[config.mk]
export PLATFORM = sky130hd
export DESIGN_NAME = qdec_bs_feeder
export DESIGN_NICKNAME = d
export VERILOG_FILES = /design/src/rtl/qdec_cabac_package.sv /design/src/rtl/basic_fifo.sv /design/src/rtl/qdec_bs_feeder.sv
export SDC_FILE = /design/constraint.sdc
export NUM_CORES = 1
export LEC_CHECK = 0
export CORE_UTILIZATION = 30
export DETAILED_ROUTE_END_ITERATION = 12
export DONT_BUFFER_PORTS = 1
export PLACE_DENSITY = 0.44
export SLEW_MARGIN = 5
export SYNTH_ARGS = -nofsm -noshare
export SYNTH_HDL_FRONTEND = slang
export SYNTH_SLANG_ARGS = --single-unit
[constraint.sdc]
create_clock -name clk -period 3.63 [get_ports clk]
set_clock_uncertainty 0.2 [all_clocks]
set_input_delay 0.726 -clock clk [delete_from_list [all_inputs] [get_ports clk]]
set_output_delay 0.726 -clock clk [all_outputs]
set_load 0.01 [all_outputs]
[src/rtl/qdec_cabac_package.sv]
// Shared types and constants for the CABAC decoder front end.
// Latency: n/a (declarations only).
// Backpressure: n/a.
package qdec_cabac_package;

    // Bitstream feeder sequencing states
    typedef enum logic [1:0] {
        BSF_IDLE  = 2'd0,
        BSF_FETCH = 2'd1,
        BSF_DRAIN = 2'd2,
        BSF_DONE  = 2'd3
    } t_bsf_state_e;

    // Third byte of an HEVC emulation-prevention sequence (00 00 03)
    localparam logic [7:0] EPB_BYTE = 8'h03;

endpackage

[src/rtl/basic_fifo.sv]
// Generic show-ahead FIFO; head word visible on rd_data while not empty.
// Latency: a write is visible at the head one cycle later.
// Backpressure: writes refused when full unless a read happens the same cycle.
module basic_fifo #(
    parameter int DATA_WIDTH = 8,
    parameter int ADDR_WIDTH = 2,
    parameter int DATA_DEPTH = 4
) (
    input  logic                  clk,
    input  logic                  rst,
    input  logic                  wr_en,
    input  logic [DATA_WIDTH-1:0] wr_data,
    input  logic                  rd_en,
    output logic [DATA_WIDTH-1:0] rd_data,
    output logic [ADDR_WIDTH:0]   count,
    output logic                  empty,
    output logic                  full
);

    logic [DATA_WIDTH-1:0] mem_q [DATA_DEPTH];
    logic [ADDR_WIDTH-1:0] wptr_q;
    logic [ADDR_WIDTH-1:0] rptr_q;
    logic [ADDR_WIDTH:0]   cnt_q;
    logic                  do_wr;
    logic                  do_rd;

    assign empty   = (cnt_q == '0);
    assign full    = (cnt_q == (ADDR_WIDTH+1)'(DATA_DEPTH));
    assign count   = cnt_q;
    assign rd_data = mem_q[rptr_q];
    assign do_rd   = rd_en && !empty;
    // A full FIFO may still accept a word when the head leaves in the same cycle
    assign do_wr   = wr_en && (!full || do_rd);

    // Storage array, no reset needed: entries are only read when counted valid
    always_ff @(posedge clk) begin
        if (do_wr) begin
            mem_q[wptr_q] <= wr_data;
        end
    end

    // Pointers and occupancy
    always_ff @(posedge clk or posedge rst) begin
        if (rst) begin
            wptr_q <= '0;
            rptr_q <= '0;
            cnt_q  <= '0;
        end else begin
            if (do_wr) begin
                wptr_q <= wptr_q + ADDR_WIDTH'(1);
            end
            if (do_rd) begin
                rptr_q <= rptr_q + ADDR_WIDTH'(1);
            end
            if (do_wr && !do_rd) begin
                cnt_q <= cnt_q + (ADDR_WIDTH+1)'(1);
            end else if (do_rd && !do_wr) begin
                cnt_q <= cnt_q - (ADDR_WIDTH+1)'(1);
            end
        end
    end

endmodule

[src/rtl/qdec_bs_feeder.sv]
// Reads a byte range from bitstream RAM, strips 00 00 03 emulation bytes, streams to CABAC.
// Latency: start -> mem_re +1 cycle -> first valid byte +3 cycles; 1 byte/cycle sustained.
// Backpressure: reads are credit-limited so FIFO occupancy plus the in-flight byte never exceeds depth.
module qdec_bs_feeder
    import qdec_cabac_package::*;
#(
    parameter int ADDR_WIDTH = 16,
    parameter int FIFO_DEPTH = 4,
    parameter int EPB_REMOVE = 1
) (
    input  logic                  clk,
    input  logic                  rst,
    input  logic                  start,
    input  logic [ADDR_WIDTH-1:0] base_addr,
    input  logic [ADDR_WIDTH:0]   byte_len,
    output logic                  busy,
    output logic                  done,
    output logic [15:0]           epb_cnt,
    output logic                  mem_re,
    output logic [ADDR_WIDTH-1:0] mem_raddr,
    input  logic [7:0]            mem_rdata,
    output logic [7:0]            bitstreamFetch,
    output logic                  bitstreamFetch_vld,
    input  logic                  bitstreamFetch_rdy
);

    localparam int FA = $clog2(FIFO_DEPTH);

    t_bsf_state_e          state_q, state_d;
    logic [ADDR_WIDTH-1:0] addr_q, addr_d;
    logic [ADDR_WIDTH:0]   remain_q, remain_d;
    logic [1:0]            zero_cnt_q, zero_cnt_d;
    logic [15:0]           epb_cnt_q, epb_cnt_d;
    logic                  inflight_q;

    logic [FA:0]           fifo_count;
    logic                  fifo_empty;
    logic                  fifo_full;
    logic [7:0]            fifo_rdata;
    logic [FA+1:0]         credit;
    logic                  issue;
    logic                  pop;
    logic                  push;
    logic                  is_epb;

    // Credit counts the byte still in the RAM pipeline so its slot is always reserved
    assign credit = {1'b0, fifo_count} + (FA+2)'(inflight_q);
    assign issue  = (state_q == BSF_FETCH) && (remain_q != '0) &&
                    (credit < (FA+2)'(FIFO_DEPTH));
    assign pop    = !fifo_empty && bitstreamFetch_rdy;
    assign is_epb = (EPB_REMOVE != 0) && (zero_cnt_q == 2'd2) && (mem_rdata == EPB_BYTE);
    assign push   = inflight_q && !is_epb;

    assign busy               = (state_q == BSF_FETCH) || (state_q == BSF_DRAIN);
    assign done               = (state_q == BSF_DONE);
    assign epb_cnt            = epb_cnt_q;
    assign mem_re             = issue;
    assign mem_raddr          = addr_q;
    assign bitstreamFetch_vld = !fifo_empty;
    assign bitstreamFetch     = fifo_empty ? 8'h00 : fifo_rdata;

    // Next-state: sequencing, address/length bookkeeping and the emulation-byte filter
    always_comb begin
        state_d    = state_q;
        addr_d     = addr_q;
        remain_d   = remain_q;
        zero_cnt_d = zero_cnt_q;
        epb_cnt_d  = epb_cnt_q;

        if (inflight_q) begin
            if (is_epb) begin
                zero_cnt_d = 2'd0;
                if (epb_cnt_q != 16'hFFFF) begin
                    epb_cnt_d = epb_cnt_q + 16'd1;
                end
            end else if (mem_rdata == 8'h00) begin
                zero_cnt_d = (zero_cnt_q == 2'd2) ? 2'd2 : zero_cnt_q + 2'd1;
            end else begin
                zero_cnt_d = 2'd0;
            end
        end

        case (state_q)
            BSF_IDLE: begin
                if (start) begin
                    addr_d     = base_addr;
                    remain_d   = byte_len;
                    zero_cnt_d = 2'd0;
                    epb_cnt_d  = 16'd0;
                    state_d    = (byte_len == '0) ? BSF_DONE : BSF_FETCH;
                end
            end
            BSF_FETCH: begin
                if (issue) begin
                    addr_d   = addr_q + ADDR_WIDTH'(1);
                    remain_d = remain_q - (ADDR_WIDTH+1)'(1);
                    if (remain_q == (ADDR_WIDTH+1)'(1)) begin
                        state_d = BSF_DRAIN;
                    end
                end
            end
            BSF_DRAIN: begin
                // Finish as soon as the last byte leaves, counting a pop in this cycle
                if (!inflight_q && (fifo_empty || (fifo_count == (FA+1)'(1) && pop))) begin
                    state_d = BSF_DONE;
                end
            end
            BSF_DONE: begin
                state_d = BSF_IDLE;
            end
            default: begin
                state_d = BSF_IDLE;
            end
        endcase
    end

    // State registers; reset abandons any run and the byte still in the RAM pipeline
    always_ff @(posedge clk or posedge rst) begin
        if (rst) begin
            state_q    <= BSF_IDLE;
            addr_q     <= '0;
            remain_q   <= '0;
            zero_cnt_q <= 2'd0;
            epb_cnt_q  <= 16'd0;
            inflight_q <= 1'b0;
        end else begin
            state_q    <= state_d;
            addr_q     <= addr_d;
            remain_q   <= remain_d;
            zero_cnt_q <= zero_cnt_d;
            epb_cnt_q  <= epb_cnt_d;
            inflight_q <= issue;
        end
    end

    basic_fifo #(
        .DATA_WIDTH (8),
        .ADDR_WIDTH (FA),
        .DATA_DEPTH (FIFO_DEPTH)
    ) u_out_fifo (
        .clk     (clk),
        .rst     (rst),
        .wr_en   (push),
        .wr_data (mem_rdata),
        .rd_en   (pop),
        .rd_data (fifo_rdata),
        .count   (fifo_count),
        .empty   (fifo_empty),
        .full    (fifo_full)
    );

endmodule

==> out/metrics.yaml <==
status: "completed"
synth_seq_cells: 93
coreArea_um2: 16100
drc: 0
pre_cts_slack_ns: 0.827
place.gp.congestion: 0.768
io_buffers: 0
avgSynthCellArea_um2: 9.97
report.final.slew_viol_count: 0
fin_crit_sh: 0.820
clock_sinks: 93
hold_ws_ns: 0.264
nets: 565
die_h_um: 131
cts_tree: "yes"
cts-root-buf: "clkbuf_16"
ant_nets: 0
final-hold-violation-count: 0
syn_to_final_growth_pct: 11.4
syn_area_um2: 5000
final_cell_mix: "dfrtp_1 (61), a21oi_1 (60), nand2_1 (49)"
start_kind: "register"
synth_fp_nets: 567
drive_above_1_share: 0.0871
grt_overflow: 0
worstPathArrival_ns: 2.05
clkLatencyLatePin_ns: 0.35
vias: 3861
cts.clk_slew.worst_paths_ns: 0.07
synth-edff-count: 32
pwr_density_cell_nw_per_um2: 810
ys.flop_type: "dfrtp_1"
grt_max_degree: 55
routed_via_density: 5.36
hpwl_um: 8780
slew_headroom: 0.404
setup_violations: 0
worst_setup_path_end_kind: "primary output"
min_period_ns: 2.98
rsz0062_at_grt: "no"
yosysWarnings: 0
cts_resized: 0
final_area_um2: 5580
cts_inserted_buffers: 9
final_common_cell: "dfrtp_1"
fmax_mhz: 336
cp_max_fo: 30
placed_area_um2: 5260
syn_inst: 502
num_io_pins: 89
drt_iter0_markers: 199
tightest_slew_ns: 0.886
die_width_um: 131
htree_levels: 3
routedWlPerCell_um: 17.5
clockBufferDepth: 2
worst_slack_ns: 0.653
rows: 46
fin_tns_setup_ns: 0
p_leak_nw: 2.03
totalWireLength_um: 12600
antenna_found_initial: 0
ys_seq_area_frac: 0.497
utilization: 0.347
start_util: 0.312
grt_usage: 0.156
fillers: 1624
yosysUniqueCellTypes: 49
dr.pass1.iters: 6
diodes: 0
grt_pass1_vias: 3805
async_reset_ff_frac: 0.656
die_area_um2: 17200
max_cap_violations: 0
worst_hold_path_type: "in -> reg"
grt_pass1_wl_um: 20900
cp.required_ns: 2.70
max-vdd-ir-drop_v: 0.000414
critPathKind: "reg -> out"
[worst paths after layout]
check / endpoint / slack (ns) / from / cells after the start
max: mem_re / 0.65 / state_q[1]$_DFFE_PP0P_ / 4
min: u_out_fifo.mem_q[0][0]$_DFFE_PP_ / 0.26 / mem_rdata[0] / 0
max reg2reg: remain_q[16]$_DFFE_PP0P_ / 0.79 / state_q[1]$_DFFE_PP0P_ / 7
min reg2reg: zero_cnt_q[0]$_DFF_PP0_ / 0.34 / zero_cnt_q[0]$_DFF_PP0_ / 2
max in group asynchronous: remain_q[3]$_DFFE_PP0P_ / 1.96 / rst / 3
min in group asynchronous: mem_raddr[8]$_DFFE_PP0P_ / 0.54 / rst / 2
[area by class of cell]
class | instances | area [um2] | share of cell area
repair buffers | 11 | 85.1 | 0.0153
clock buffers | 10 | 229 | 0.0411
multi-input cells | 370 | 2370 | 0.425
flip-flops and latches | 93 | 2490 | 0.446
well taps | 216 | 270 | 0.0485
inverters | 15 | 56.3 | 0.0101
clock inverters | 6 | 75.1 | 0.0135
[per-layer routing]
metal / global-route usage / share of wire
met1: 0.195 / 0.45
met2: 0.246 / 0.46
met3: 0.0567 / 0.072
met4: 0.0536 / 0.015
met5: 0 / 0
[sequential cells by signal (all words and copies together) (netlist names)]
signal             count
mem_raddr             16
state_q                2
epb_cnt               16
u_out_fifo.count       3
inflight_q             1
u_out_fifo.rptr_q      2
u_out_fifo.wptr_q      2
u_out_fifo.mem_q      32
zero_cnt_q             2
remain_q              17
[logic make-up after synthesis]
kind of cell    synth area share
buf+inv                   0.0295
simple gates               0.200
xor+xnor                  0.0263
fa+ha+maj                 0.0500
mux                       0.0460
compound gates             0.151
flops                      0.497
[worst max-delay path: stages, from the launching register on]
cell and delay (ns):
dfrtp_1 0.40, inv_1 0.11, ha_2 0.57, and3_1 0.34, and2_1 0.28
[power breakdown]
| part | leakage [nW] | switching [W] | internal (W) |
|---|---|---|---|
| registers | 1.03 | 0.000420 | 0.00139 |
| logic | 0.854 | 0.00103 | 0.000692 |
| clock network | 0.146 | 0.000438 | 0.000547 |
[cell usage after synthesis, types with 2 or more instances]
master | n | share of area
ha_1 | 20 | 0.050
a31o_2 | 2 | 0.0035
inv_1 | 14 | 0.010
buf_1 | 4 | 0.0030
dfrtp_1 | 61 | 0.30
or2_2 | 2 | 0.0025
a2bb2oi_1 | 5 | 0.0087
nand2_1 | 49 | 0.037
o21ai_0 | 27 | 0.027
a211oi_1 | 4 | 0.0060
nor4_1 | 15 | 0.019
clkbuf_1 | 19 | 0.014
mux4_2 | 8 | 0.036
o32ai_1 | 3 | 0.0053
o31ai_1 | 4 | 0.0060
and2_1 | 15 | 0.019
a31oi_1 | 4 | 0.0050
and3_1 | 7 | 0.0087
nor3_1 | 16 | 0.016
o22ai_1 | 13 | 0.016
and4_1 | 3 | 0.0053
nor3b_1 | 2 | 0.0030
mux2i_1 | 5 | 0.010
nand4_1 | 13 | 0.016
nand3_1 | 23 | 0.023
nor4b_1 | 2 | 0.0035
nand2b_1 | 8 | 0.010
a21oi_1 | 60 | 0.060
nor2_1 | 27 | 0.020
or4_1 | 4 | 0.0060
edfxtp_1 | 32 | 0.19
xnor2_1 | 14 | 0.025
[stage by stage]
stage | total power, W | cells
2_1_floorplan | 0.00313 | 502
3_3_place_gp | 0.00353 | 704
3_5_place_dp | 0.00358 | 704
4_1_cts | 0.00458 | 721
5_1_grt | 0.00492 | 721
6_report | 0.00452 | 721
[repair_timing]
action                    CTS  global route
hold endpoints to repair    9             0
hold buffers                1             0
buffers inserted            0             0
No activity file was read; power rests on OpenSTA's default activity.
